[config.mk]
export PLATFORM = sky130hd
export DESIGN_NAME = risc_v_32_hazard_ctrl
export DESIGN_NICKNAME = d
export VERILOG_FILES = /design/src/rtl/risc_v_32_hazard_pkg.sv /design/src/rtl/risc_v_32_mdu_stall_timer.sv /design/src/rtl/risc_v_32_hazard_ctrl.sv
export SDC_FILE = /design/constraint.sdc
export NUM_CORES = 1
export LEC_CHECK = 0
export ABC_AREA = 1
export CAP_MARGIN = 20
export CORE_MARGIN = 2
export CORE_UTILIZATION = 49
export DETAILED_ROUTE_END_ITERATION = 12
export PLACE_DENSITY = 0.89
export SYNTH_ARGS = -nofsm -noshare
export SYNTH_HDL_FRONTEND = slang
export SYNTH_HIERARCHICAL = 1
export SYNTH_SLANG_ARGS = --single-unit
[constraint.sdc]
create_clock -name clk -period 5 [get_ports clk]
set_clock_uncertainty 0.2 [all_clocks]
set_input_delay 1 -clock clk [delete_from_list [all_inputs] [get_ports clk]]
set_output_delay 1 -clock clk [all_outputs]
set_load 0.03 [all_outputs]
[src/rtl/risc_v_32_hazard_pkg.sv]
// Purpose : shared types, default parameters and the load-use compare for the RV32IM hazard controller.
// Latency : n/a (package).
// Backpressure: n/a (package).
package risc_v_32_hazard_pkg;

    typedef enum logic {
        IDLE = 1'b0,
        BUSY = 1'b1
    } mdu_state_e;

    localparam int DEF_CTRL_W  = 37;
    localparam int DEF_REG_AW  = 5;
    localparam int DEF_MUL_LAT = 1;
    localparam int DEF_DIV_LAT = 33;
    localparam int DEF_LAT_W   = 6;
    localparam int DEF_CNT_W   = 32;

    // Register addresses are passed zero-extended to 32 bits so one function
    // serves any REG_AW up to 32. Address 0 (x0) never creates a dependency.
    function automatic logic load_use_hit(
        input logic        memread,
        input logic [31:0] rd,
        input logic [31:0] rs1,
        input logic [31:0] rs2,
        input logic        rs1_used,
        input logic        rs2_used
    );
        return memread && (rd != 32'd0) &&
               ((rs1_used && (rd == rs1)) || (rs2_used && (rd == rs2)));
    endfunction

endpackage

[src/rtl/risc_v_32_mdu_stall_timer.sv]
// Purpose : latency FSM for multi-cycle MUL/DIV; asserts ms_o for L-1 cycles, done_o on the release cycle.
// Latency : ms_o/done_o combinational from issue_i and state; state/lat_cnt registered.
// Backpressure: abort_i (flush) returns to IDLE next edge with no done_o; issue_i ignored while BUSY.
//
// Ports: clk, rst_n            clock, async active-low reset
//        issue_i, is_div_i     M-extension op valid in EX, op is DIV/REM (sampled at IDLE only)
//        abort_i               pipeline redirect, kills the in-flight op
//        ms_o, busy_o, done_o  stall request, FSM in BUSY, result valid this cycle
module risc_v_32_mdu_stall_timer
    import risc_v_32_hazard_pkg::*;
#(
    parameter int MUL_LAT = DEF_MUL_LAT,
    parameter int DIV_LAT = DEF_DIV_LAT,
    parameter int LAT_W   = DEF_LAT_W
) (
    input  logic clk,
    input  logic rst_n,
    input  logic issue_i,
    input  logic is_div_i,
    input  logic abort_i,
    output logic ms_o,
    output logic busy_o,
    output logic done_o
);

    localparam bit MUL_MULTI = (MUL_LAT >= 2);
    localparam bit DIV_MULTI = (DIV_LAT >= 2);
    // Counter is loaded with L-2: the issue cycle is the first stall, BUSY
    // counts down the rest, and lat_cnt==0 in BUSY is the release cycle.
    localparam logic [LAT_W-1:0] MUL_RELOAD = MUL_MULTI ? LAT_W'(MUL_LAT - 2) : '0;
    localparam logic [LAT_W-1:0] DIV_RELOAD = DIV_MULTI ? LAT_W'(DIV_LAT - 2) : '0;

    if ((MUL_LAT < 1) || (DIV_LAT < 1) ||
        (MUL_LAT - 2 > (1 << LAT_W) - 1) || (DIV_LAT - 2 > (1 << LAT_W) - 1)) begin : g_lat_chk
        $error("risc_v_32_mdu_stall_timer: MUL_LAT/DIV_LAT out of range for LAT_W");
    end

    mdu_state_e       state_q, state_d;
    logic [LAT_W-1:0] lat_cnt_q, lat_cnt_d;
    logic             sel_multi;
    logic [LAT_W-1:0] sel_reload;

    always_comb begin
        ms_o       = 1'b0;
        done_o     = 1'b0;
        state_d    = state_q;
        lat_cnt_d  = lat_cnt_q;
        sel_multi  = is_div_i ? DIV_MULTI  : MUL_MULTI;
        sel_reload = is_div_i ? DIV_RELOAD : MUL_RELOAD;
        case (state_q)
            IDLE: begin
                if (issue_i && !abort_i) begin
                    if (sel_multi) begin
                        ms_o      = 1'b1;
                        state_d   = BUSY;
                        lat_cnt_d = sel_reload;
                    end else begin
                        done_o = 1'b1;
                    end
                end
            end
            BUSY: begin
                if (abort_i) begin
                    state_d   = IDLE;
                    lat_cnt_d = '0;
                end else if (lat_cnt_q != '0) begin
                    ms_o      = 1'b1;
                    lat_cnt_d = lat_cnt_q - LAT_W'(1);
                end else begin
                    // Release: the op leaves EX on this edge, so return to IDLE
                    // without looking at issue_i again.
                    done_o  = 1'b1;
                    state_d = IDLE;
                end
            end
            default: begin
                state_d   = IDLE;
                lat_cnt_d = '0;
            end
        endcase
    end

    always_ff @(posedge clk or negedge rst_n) begin
        if (!rst_n) begin
            state_q   <= IDLE;
            lat_cnt_q <= '0;
        end else begin
            state_q   <= state_d;
            lat_cnt_q <= lat_cnt_d;
        end
    end

    assign busy_o = (state_q == BUSY);

endmodule

[src/rtl/risc_v_32_hazard_ctrl.sv]
// Purpose : RV32IM hazard/stall controller: load-use stall, MDU stall, flush, stall-cycle counter.
// Latency : all control outputs combinational in the same cycle; stall_cycles updates on the edge.
// Backpressure: flush > MDU stall (freeze IF/ID/EX, bubble EX/MEM) > load-use (freeze IF/ID, bubble ID/EX).
//
// Ports: memread_ex, rd_ex            load in EX and its destination
//        rs1_id/rs2_id, rs*_used      ID sources and whether they are read
//        inst_decode -> ctrl_out      ID control vector, zeroed for a bubble/flush
//        mdu_issue, mdu_is_div        M-extension op in EX
//        flush_req, perf_clr          redirect from EX, clear of stall_cycles
//        pc_write, ifid_write, idex_write, ifid_flush, ex_bubble, mdu_busy, mdu_done, stall_cycles
module risc_v_32_hazard_ctrl
    import risc_v_32_hazard_pkg::*;
#(
    parameter int CTRL_W  = DEF_CTRL_W,
    parameter int REG_AW  = DEF_REG_AW,
    parameter int MUL_LAT = DEF_MUL_LAT,
    parameter int DIV_LAT = DEF_DIV_LAT,
    parameter int LAT_W   = DEF_LAT_W,
    parameter int CNT_W   = DEF_CNT_W
) (
    input  logic              clk,
    input  logic              rst_n,
    input  logic              memread_ex,
    input  logic [REG_AW-1:0] rd_ex,
    input  logic [REG_AW-1:0] rs1_id,
    input  logic [REG_AW-1:0] rs2_id,
    input  logic              rs1_used,
    input  logic              rs2_used,
    input  logic [CTRL_W-1:0] inst_decode,
    input  logic              mdu_issue,
    input  logic              mdu_is_div,
    input  logic              flush_req,
    input  logic              perf_clr,
    output logic              pc_write,
    output logic              ifid_write,
    output logic              idex_write,
    output logic              ifid_flush,
    output logic              ex_bubble,
    output logic [CTRL_W-1:0] ctrl_out,
    output logic              mdu_busy,
    output logic              mdu_done,
    output logic [CNT_W-1:0]  stall_cycles
);

    localparam logic [CNT_W-1:0] CNT_MAX = '1;

    logic             lu;
    logic             ms;
    logic             busy;
    logic             done;
    logic [CNT_W-1:0] stall_q, stall_d;

    assign lu = load_use_hit(memread_ex, 32'(rd_ex), 32'(rs1_id), 32'(rs2_id),
                             rs1_used, rs2_used);

    risc_v_32_mdu_stall_timer #(
        .MUL_LAT (MUL_LAT),
        .DIV_LAT (DIV_LAT),
        .LAT_W   (LAT_W)
    ) u_mdu_timer (
        .clk      (clk),
        .rst_n    (rst_n),
        .issue_i  (mdu_issue),
        .is_div_i (mdu_is_div),
        .abort_i  (flush_req),
        .ms_o     (ms),
        .busy_o   (busy),
        .done_o   (done)
    );

    // Outputs are forced low directly by rst_n so the pipeline sees the
    // reset values as soon as reset asserts, not at the next edge.
    always_comb begin
        pc_write   = 1'b1;
        ifid_write = 1'b1;
        idex_write = 1'b1;
        ifid_flush = 1'b0;
        ex_bubble  = 1'b0;
        ctrl_out   = inst_decode;
        if (!rst_n) begin
            pc_write   = 1'b0;
            ifid_write = 1'b0;
            idex_write = 1'b0;
            ctrl_out   = '0;
        end else if (flush_req) begin
            ifid_flush = 1'b1;
            ctrl_out   = '0;
        end else if (ms) begin
            // ID/EX is held, so ctrl_out passes through unchanged.
            pc_write   = 1'b0;
            ifid_write = 1'b0;
            idex_write = 1'b0;
            ex_bubble  = 1'b1;
        end else if (lu) begin
            pc_write   = 1'b0;
            ifid_write = 1'b0;
            ctrl_out   = '0;
        end
    end

    assign mdu_busy = busy;
    assign mdu_done = done & rst_n;

    always_comb begin
        stall_d = stall_q;
        if (perf_clr) begin
            stall_d = '0;
        end else if (!pc_write && (stall_q != CNT_MAX)) begin
            stall_d = stall_q + CNT_W'(1);
        end
    end

    always_ff @(posedge clk or negedge rst_n) begin
        if (!rst_n) begin
            stall_q <= '0;
        end else begin
            stall_q <= stall_d;
        end
    end

    assign stall_cycles = stall_q;

endmodule

==> results.yml, run 1 <==
logic_synthesis:
  ys_async_sr_fraction: 1.000
  yosysSeqAreaShare: 0.2740
  postSynthCellCount: 607
  synth_flop_cell: "dfrtp_1"
  syn-num-nets: 671
  yosysUniqueCellTypes: 26
  syn_area_per_cell_um2: 5.868
  synth_seq_cells: 39
  ys_warn_count: 6
  syn_area_um2: 3562
  synth_edf_count: 0
finish:
  areaGrowthSynthToFinish_pct: 39.34
  layout.nets: 796
  final_core_util: 0.6955
  layout-drive-gt1-share: 0.1010
  antenna_cells: 0
pwr:
  sw_frac_of_total: 0.3556
  pwr-share-comb: 0.329
  seq_power_share: 0.403
  internal_power_mw: 0.5796
  vdd_ir_drop_max_v: 0.0001008
  cellLeakagePower_nw: 2.728
  powerDensity_nw_per_um2: 181.2
  clockPowerShare: 0.268
  power.switching_mw: 0.3198
route:
  wl_met2_um: 5628
  first_pass_iters: 5
  highest_layer: "met4"
  num_vias: 4314
  drt_iter0_markers: 306
  wl_met3_um: 881
  wl_met1_um: 4398
  routed_wl_um: 11220
  ant_nets: 0
  wire_per_inst_um: 13.48
  drc: 0
  via_per_inst: 5.185
placed_design:
  gp_congestion: 0.9576
  port_buffers: 136
  dp_hpwl_um: 8551
sta:
  fin_crit_sh: 0.8813
  worstMarginPinSlew_ns: 0.9571
  final_hold_viol_count: 0
  setup-tns-final_ns: 0
  fmax_ghz: 0.2269
  grt_setup_unrepaired: "false"
  slew_headroom: 0.3610
  slew_viol_final: 0
  setup_viol: 0
  period_minus_slack_ns: 4.407
clock_tree:
  cts-buffers-inserted: 5
  cts_resized: 0
  clock-sinks: 39
  postCtsSetupRepairBufs: 0
  cts-root-buf: "clkbuf_8"
  clk_latency_ns: 0.30
  htreeDepth: 2
  cts.clk_slew.worst_paths_ns: 0.07
  clockBufferDepth: 2
  cts_tree: "done"
  cts.hold.buffers_added: 0
global_routing:
  antenna_found_initial: 0
  track_usage: 0.2927
  grt_pass1_vias: 4117
  grt_max_degree: 63
  gr-total-overflow: 0
  grt_pass1_wl_um: 18630
status:
  status: "completed"
critical_path:
  cp.required_ns: 3.80
  crit_slowest_cell: "clkdlybuf4s50_1"
  critPathMaxFanout: 7
  slowest_delay_ns: 0.70
  crit_arrival_ns: 3.21
  ff2ff_path_depth: 9
  critical_path_class: "in2out"
  worst_setup_path_end_kind: "output pin"
  critPathLaunchType: "primary input"
  worstPathCellList: "clkdlybuf4s50_1 -> nor2_4 -> nand2_1 -> o21ai_0 -> a21oi_1 -> nand2_1 -> inv_1 -> clkdlybuf4s50_1"
min_path:
  hold_depth: 2
  hold_path.class: "reg2reg"
die:
  coreArea_um2: 7137
  std_cell_rows: 31
  start_util: 0.4991
  fp.dieH_um: 89.26
  die-area_um2: 7967
  die_w_um: 89.26
  ios: 137
flow_run:
  drv_cap: 0
==> routing by layer <==
layer | vias to the layer above | track usage
met5 | - | 0
met4 | 0 | 0.1126
met3 | 31 | 0.04801
li1 | 2134 | -
met2 | 223 | 0.5104
met1 | 1926 | 0.3603
==> cell type report <==
type                    count  area (um2)
clock buffers               8       100.1
fillers                   665        2173
inverters                 118       445.4
multi-input cells         428        2024
flip-flops and latches     39       975.9
well taps                  99       123.9
repair buffers            140        1294
==> kinds of logic (layout without fill, tap and decap cells) <==
kind of cell    count (synthesis)  after routing  synth area share
compound gates                 15             15           0.02424
xor+xnor                       13             13           0.03196
fa+ha+maj                       3              3           0.01054
buf+inv                       140            266            0.1584
flops                          39             39            0.2740
simple gates                  397            397            0.5009
==> state kept, by name, indices dropped and copies added, names as in the netlist <==
signal                 cells
stall_cycles              32
u_mdu_timer/busy_o         1
u_mdu_timer/lat_cnt_q      6
==> power by group through the flow <==
stage / registers [mW] / clock network (mW) / logic, mW
5_1_grt: 0.366 / 0.259 / 0.324
2_1_floorplan: 0.367 / 0 / 0.173
3_3_place_gp: 0.366 / 0 / 0.280
4_1_cts: 0.362 / 0.242 / 0.294
6_report: 0.363 / 0.241 / 0.295
3_5_place_dp: 0.367 / 0 / 0.293
==> cells in the mapped netlist (3+ instances only) <==
cell type	instances	share of area
nand2_1	186	0.20
inv_1	110	0.12
nand3_1	95	0.13
nor2_1	67	0.071
dfrtp_1	39	0.27
nand4_1	33	0.058
buf_2	8	0.011
o21ai_0	8	0.011
xnor2_1	8	0.020
clkbuf_1	7	0.0074
inv_2	7	0.0074
nor2_2	6	0.011
xor2_1	5	0.012
a21oi_1	4	0.0056
buf_1	3	0.0032
buf_6	3	0.0095
ha_1	3	0.011
nor2_4	3	0.0095
==> per-stage QoR <==
step	power, mW	cell area, um2	hold WS (ns)	setup slack, ns	std cells
2_1_floorplan	0.5394	3562	0.3277	0.9866	607
3_3_place_gp	0.6461	4863	0.3446	0.6957	824
3_5_place_dp	0.6602	4863	0.3523	0.6284	824
4_1_cts	0.8982	4964	0.3737	0.6081	832
5_1_grt	0.9485	4964	0.4321	0.4554	832
6_report	0.8994	4964	0.3777	0.5934	832
==> placed cells by master, fill, tap and decap left out, drive strengths merged <==
cell type / count
nand2: 189
inv: 118
clkdlybuf4s50: 98
nand3: 95
nor2: 76
buf: 42
dfrtp: 39
nand4: 35
o21ai: 10
xnor2: 8
clkbuf: 8
xor2: 5
a21oi: 4
ha: 3
nor3: 2
o41ai: 1
==> final timing paths <==
path	endpoint	slack, ns	startpoint
max in group asynchronous	stall_cycles[24]$_DFFE_PN0P_	3.64	rst_n
min in group asynchronous	stall_cycles[9]$_DFFE_PN0P_	0.58	rst_n
setup reg to reg	stall_cycles[30]$_DFFE_PN0P_	2.15	stall_cycles[0]$_DFFE_PN0P_
hold / removal	stall_cycles[1]$_DFFE_PN0P_	0.38	stall_cycles[1]$_DFFE_PN0P_
hold reg to reg	stall_cycles[1]$_DFFE_PN0P_	0.38	stall_cycles[1]$_DFFE_PN0P_
setup / recovery	ifid_write	0.59	flush_req
==> worst max-delay path, delay by kind of cell <==
kind / cells / cell delay [ns]
compound gates: 2 / 0.39
simple gates: 3 / 0.32
buf+inv: 3 / 1.49
Power figures use the tool's default switching activity.
==> inputs of run 2 (changes only) <==
--- a/config.mk
+++ b/config.mk
@@ -6,7 +6,6 @@
 export NUM_CORES = 1
 export LEC_CHECK = 0
 export ABC_AREA = 1
-export CAP_MARGIN = 20
 export CORE_MARGIN = 2
 export CORE_UTILIZATION = 49
 export DETAILED_ROUTE_END_ITERATION = 12
==> results of run 2 <==
The final DEF is identical to that of run 1; final timing and power are the same.
